--- src/rtl/hazard_ctrl.sv ---
// hazard_ctrl: hazard resolution unit for the five-stage MIPS pipeline.
// Ports:
//   clk, rst_n                    pipeline clock (rising edge), asynchronous active-low reset
//   D_rs, D_rt, D_A3              register addresses of the instruction in D
//   D_Tuse_rs, D_Tuse_rt          cycles until the operand is needed; 3 = not read
//   D_RegWrite, D_Tnew            write enable and Tnew of the instruction in D
//   stall                         freeze PC and F/D, load a bubble into D/E
//   fwd_D_rs, fwd_D_rt            D operand select: 0 = RF, 1 = W, 2 = M, 3 = E
//   fwd_E_rs, fwd_E_rt            E operand select: 0 = pipe reg, 1 = W, 2 = M
//   fwd_M_rt                      M store-data select: 0 = pipe reg, 1 = W
//   stall_cnt                     stall cycle counter, built only with HAZARD_PERF_CNT_EN
module hazard_ctrl (
  input  logic        clk,
  input  logic        rst_n,
  input  logic [4:0]  D_rs,
  input  logic [4:0]  D_rt,
  input  logic [1:0]  D_Tuse_rs,
  input  logic [1:0]  D_Tuse_rt,
  input  logic [4:0]  D_A3,
  input  logic        D_RegWrite,
  input  logic [1:0]  D_Tnew,
  output logic        stall,
  output logic [1:0]  fwd_D_rs,
  output logic [1:0]  fwd_D_rt,
  output logic [1:0]  fwd_E_rs,
  output logic [1:0]  fwd_E_rt,
  output logic        fwd_M_rt,
  output logic [31:0] stall_cnt
);
  logic [4:0] e_a3, e_rs, e_rt, m_a3, m_rt, w_a3;
  logic [1:0] e_tnew, m_tnew;
  logic       stall_rs, stall_rt;
  function automatic logic [1:0] satdec(input logic [1:0] x);
    return (x == 2'd0) ? 2'd0 : x - 2'd1;
  endfunction
  // The youngest stage whose A3 matches decides; if it is still computing it returns 0
  // and hides older stages, leaving the stall logic to cover the gap.
  function automatic logic [1:0] fwd_sel(input logic [4:0] r, input logic [4:0] ea3,
                                         input logic [1:0] etn, input logic [4:0] ma3,
                                         input logic [1:0] mtn, input logic [4:0] wa3);
    return (r == 5'd0) ? 2'd0 :
           (ea3 == r) ? ((etn == 2'd0) ? 2'd3 : 2'd0) :
           (ma3 == r) ? ((mtn == 2'd0) ? 2'd2 : 2'd0) :
           (wa3 == r) ? 2'd1 : 2'd0;
  endfunction
  assign stall_rs = (D_Tuse_rs != 2'd3) && (D_rs != 5'd0) &&
                    ((e_a3 == D_rs && e_tnew > D_Tuse_rs) || (m_a3 == D_rs && m_tnew > D_Tuse_rs));
  assign stall_rt = (D_Tuse_rt != 2'd3) && (D_rt != 5'd0) &&
                    ((e_a3 == D_rt && e_tnew > D_Tuse_rt) || (m_a3 == D_rt && m_tnew > D_Tuse_rt));
  assign stall    = stall_rs | stall_rt;
  assign fwd_D_rs = fwd_sel(D_rs, e_a3, e_tnew, m_a3, m_tnew, w_a3);
  assign fwd_D_rt = fwd_sel(D_rt, e_a3, e_tnew, m_a3, m_tnew, w_a3);
  // A zero E address never matches a non-zero register, so E is simply excluded here.
  assign fwd_E_rs = fwd_sel(e_rs, 5'd0, 2'd0, m_a3, m_tnew, w_a3);
  assign fwd_E_rt = fwd_sel(e_rt, 5'd0, 2'd0, m_a3, m_tnew, w_a3);
  assign fwd_M_rt = (m_rt != 5'd0) && (w_a3 == m_rt);
  always_ff @(posedge clk or negedge rst_n) begin
    if (!rst_n) begin
      e_a3   <= 5'd0;
      e_tnew <= 2'd0;
      e_rs   <= 5'd0;
      e_rt   <= 5'd0;
      m_a3   <= 5'd0;
      m_tnew <= 2'd0;
      m_rt   <= 5'd0;
      w_a3   <= 5'd0;
    end else begin
      e_a3   <= (stall || !D_RegWrite) ? 5'd0 : D_A3;
      e_tnew <= stall ? 2'd0 : satdec(D_Tnew);
      e_rs   <= stall ? 5'd0 : D_rs;
      e_rt   <= stall ? 5'd0 : D_rt;
      m_a3   <= e_a3;
      m_tnew <= satdec(e_tnew);
      m_rt   <= e_rt;
      w_a3   <= m_a3;
    end
  end
`ifdef HAZARD_PERF_CNT_EN
  logic [31:0] cnt;
  always_ff @(posedge clk or negedge rst_n) begin
    if (!rst_n) cnt <= 32'd0;
    else if (stall && cnt != 32'hFFFF_FFFF) cnt <= cnt + 32'd1;
  end
  assign stall_cnt = cnt;
`else
  assign stall_cnt = 32'h0;
`endif
endmodule
--- config.mk ---
export PLATFORM = sky130hd
export DESIGN_NAME = hazard_ctrl
export DESIGN_NICKNAME = d
export VERILOG_FILES = /design/src/rtl/hazard_ctrl.sv
export SDC_FILE = /design/constraint.sdc
export NUM_CORES = 1
export LEC_CHECK = 0
export BUFFER_PORTS_ARGS = -buffer_cell sky130_fd_sc_hd__buf_2
export CAP_MARGIN = 10
export CORE_ASPECT_RATIO = 1.25
export CORE_MARGIN = 2
export CORE_UTILIZATION = 45
export CTS_CLUSTER_DIAMETER = 120
export DETAILED_ROUTE_END_ITERATION = 8
export PLACE_DENSITY_LB_ADDON = 0.15
export SLEW_MARGIN = 20
export SYNTH_ARGS = -nofsm -noshare
export SYNTH_HDL_FRONTEND = slang
export SYNTH_SLANG_ARGS = --single-unit
--- constraint.sdc ---
create_clock -name clk -period 2.6 [get_ports clk]
set_clock_uncertainty 0.2 [all_clocks]
set_input_delay 0.26 -clock clk [delete_from_list [all_inputs] [get_ports clk]]
set_output_delay 0.26 -clock clk [all_outputs]
set_load 0.1 [all_outputs]
Word-level counts from Yosys, hierarchy flattened
Index checks and enable logic that the tools add are counted.

word-level totals
  register bits = 34
  memory bits (read-only) = 0
  bits in latches = 0
  bits of input ports = 24
  memories = 0
  RAM bits = 0
  logic and storage cells = 73

cells by class
  multiply operators = 0
  eq/ne operators = 13
  $add $sub $neg = 2
  reductions and logical operators = 23
  shift-type cells = 0
  $lt $le $gt $ge = 4
  divide/modulo/power cells = 0
  bitwise operators = 1
  muxes and demuxes = 22

operator list
  operator             count
  $eq 5x5->1           11
  $mux 2               15
  $logic_not 5->1      4
  $mux 5               3
  $reduce_bool 5->1    3
  $logic_and 1x1->1    9
  $gt 2x2->1           4
  $logic_not 2->1      3
  $mux 1               4
  $ne 2x2->1 const B   2
  $sub 2x1->2 const B  2
  $logic_or 1x1->1     3
  $logic_not 1->1      1
  $or 1x1->1           1

Depth between registers and ports, before layout
  depth after elaboration = 7
  mapped depth = 7
  gate-level depth less buffers = 6

Worst setup path before layout
OpenSTA, ideal clock, no wires.

  path kind = reg2out
  start = register e_a3[3]
  end = output port fwd_D_rt[0]
  slack = -0.538 ns
  data arrival time = 2.678 ns
  cell stages (with the launch flop) = 6
  data required time = 2.140 ns
  cells stage by stage = dfrtp_1 xor2_1 nor3_2 nand3_2 or3_1 a21oi_1

between the ends
  longest elaborated chain between the ends = 3

ends and longest elaborated chain
  element                 line  source
  from (decl)             30    logic [4:0] e_a3, e_rs, e_rt, m_a3, m_rt, w_a3;
  from (signal assigned)  68    e_a3 <= (stall || !D_RegWrite) ? 5'd0 : D_A3;
  $eq 5x5->1              42    (ea3 == r) ? ((etn == 2'd0) ? 2'd3 : 2'd0) :
  $mux 2                  42
  $mux 2                  41    return (r == 5'd0) ? 2'd0 :
  to (decl)               24    output logic [1:0] fwd_D_rt,

Every way passes these cells.

Worst setup path after layout
  start = register e_a3[3]
  end = output port fwd_D_rs[1]

between the ends
  longest elaborated chain between the ends = 3

ends and longest elaborated chain
  element     line  source
  $eq 5x5->1  42
  $mux 2      42
  $mux 2      41
  to (decl)   23    output logic [1:0] fwd_D_rs,

Every way passes these cells.

==> metrics.cfg <==
[die]
die_w_um=70.25
io_pins=66
dieArea_sq_um=6098
die_y_um=86.81
placement_rows=30
core-area_sq_um=5368
start_util=0.4599

[clock_network]
clockBufferDepth=2
cts-root-buf=clkbuf_8
cts_max_level=2
clock_latency_ns=0.28
cts_made_buffers=5
cts_tree=yes
clk_pin_slew_worst_paths_ns=0.07
clkSinkCount=34

[power]
internal-power_uw=910.2
vdd_ir_drop_max_mv=0.3267
leakagePower_uw=0.001277
p_seq_frac=0.402
powerDensity_nw_per_um2=549.7
power.switching_uw=612.0
p_clk_frac=0.263
netSwitchingFraction=0.4020
comb_power_share=0.334

[timing]
final-setup-viol-count=0
fmax_mhz=388.1
hold_ws_ns=0.007672
rsz0062_at_grt=true
hold_viol_final=0
tightest_slew_ns=0.7606
finalMaxSlewViolations=0
relSlewSlack=0.4929
final.period_utilization=0.9910
fin_crit_ns=2.577
fin_ws_ns=0.02330

[hold_path]
hold_path_class=in2reg

[logic_synthesis]
ys_async_sr_fraction=1.000
yosysTopAreaCell=dfrtp_1
syn_area_per_cell_sq_um=9.719
synth.top_cells.by_area=dfrtp_1, xor2_1, buf_4
synth_top_flop_cell=dfrtp_1
yosysSeqAreaShare=0.3447
ys_ff_latch=34
synth_top_area_frac=0.3447
ys_types=33
yosys_warnings=0
synth_area_sq_um=2469
synth_edf_count=0
syn_inst=254

[final_layout]
area_growth_pct=12.16
final_common_cell=dfrtp_1
seq_area_sq_um=850.8
drive_gt1_frac=0.2465
multi_input_comb_area_sq_um=1338
final_nets=319
layout.cells.non_filler=352
nFillCells=526
layout_common_cells=dfrtp_1, conb_1, xor2_1, buf_2, xnor2_1
stdcell_area_sq_um=2769
antenna_cells=0

[placed_design]
place_area_sq_um=2574
numPortBuffers=33
place_inst=335
dp_hpwl_um=3798
place_ws_ns=0.3030
gp_congestion=0.7278

[worst_setup_path]
critPathCaptureType=primary output
required_ns=2.14
crit_arrival_ns=2.12
cp_top_family=simple AND/OR/NAND/NOR gates
cp-start-kind=flip-flop
critical_path_class=reg2out
worstPathBufferInverterCount=1
cp_max_fo=4
worstPathCellList=xor2_1, nor3_2, nand3_2, or3_1, a21oi_1, buf_12
cpMaxStageDelayCell=dfrtp_1
max_stage_delay_ns=0.42

[grt]
grt.overflow.total=0
antenna_found_initial=0
grt_pass1_wl_um=8162
grt_usage=0.1747
grt_max_degree=35
grt_pass1_vias=1644

[route]
wl_um=5092
vias_per_cell=4.841
post-route-drc-count=0
wl_per_cell_um=14.47
dr.pass1.iters=4
drt-initial-drc-count=90
ant_nets=0
vias=1704

[outcome]
outcome=finished clean

[flow_run]
maxCapViolations=0

==> what timing repair did <==
item,in CTS,in global routing
endpoints found under the hold margin,38,0
pin swaps,0,2
setup buffers,0,3
gates resized for setup,0,5
gates cloned,0,0
endpoints found under the setup margin,2,5
hold buffers,6,0
==> flip-flops by register name (all words and copies together), names as in the netlist <==
| register | cells |
|---|---|
| e_rs | 5 |
| w_a3 | 5 |
| e_tnew | 2 |
| e_a3 | 5 |
| m_a3 | 5 |
| e_rt | 5 |
| m_rt | 5 |
| m_tnew | 2 |
==> layer usage <==
| metal | vias up | GRT usage | part of all wire |
|---|---|---|---|
| met2 | 50 | 0.3087 | 0.53 |
| met3 | 8 | 0.03256 | 0.038 |
| li1 | 838 | - | - |
| met5 | - | 0 | 0 |
| met1 | 808 | 0.2162 | 0.41 |
| met4 | 0 | 0.05245 | 0.019 |
==> cells in the mapped netlist (3+ instances only) <==
cell type / count
nor3_2: 14
nor2b_1: 5
buf_6: 3
nand3_2: 3
nor4_1: 4
ha_1: 8
buf_4: 32
inv_1: 15
nor3_1: 15
buf_2: 3
xnor2_1: 26
nand2_1: 8
and2_1: 3
xor2_1: 28
clkbuf_1: 6
o211ai_1: 4
nor2_1: 6
clkbuf_2: 4
dfrtp_1: 34
a21oi_1: 5
a22oi_1: 4
nand3_1: 7
==> area by class of cell <==
cell class / instances / area share
Clock buffer: 7 / 0.03118
Clock inverter: 1 / 0.001807
Inverter: 15 / 0.02033
Multi-Input combinational cell: 186 / 0.4831
Sequential cell: 34 / 0.3073
Tap cell: 64 / 0.02892
Timing Repair Buffer: 45 / 0.1274
==> stage by stage <==
step / total power (uW) / setup TNS [ns] / util
CTS: 1529 / -0.01190 / 0.5077
floorplan: 1079 / -2.121 / -
global placement: 1119 / 0 / 0.4795
detailed placement: 1122 / 0 / 0.4795
finish: 1522 / 0 / 0.5159
global route: 1597 / -0.1233 / 0.5159
==> path summary, 6_finish.rpt <==
check	to	slack, ns	startpoint	cells after the start
worst max-delay path	fwd_D_rs[1]	0.02	e_a3[3]	6
worst min-delay path	e_a3[3]	0.008	D_A3[3]	3
worst max register to register	e_tnew[0]	0.11	e_tnew[1]	7
worst min register to register	m_a3[2]	0.25	e_a3[2]	0
max in group asynchronous	m_a3[1]	1.33	rst_n	2
min in group asynchronous	e_rt[4]	0.39	rst_n	2
==> power by group through the flow <==
stage	sequential (uW)	clock, uW	combinational (uW)
finish	612	401	509
global route	618	436	542
detailed placement	624	0	498
global placement	623	0	495
CTS	614	409	506
floorplan	598	0	481
==> tightest hold or removal path: stages <==
cell and delay (ns):
buf_2 0.09, nand2_1 0.06, nor3_1 0.04
==> logic make-up after synthesis <==
| family | Yosys count | synth area share |
|---|---|---|
| and+or+nand+nor | 75 | 0.1946 |
| buffers and inverters | 65 | 0.1713 |
| xor gates and xnor gates | 54 | 0.1916 |
| DFF | 34 | 0.3447 |
| AOI/OAI and AO/OA | 17 | 0.05575 |
| adders and majority gates | 8 | 0.04055 |
| other | 1 | 0.001519 |
No activity file was read; power rests on OpenSTA's default activity.
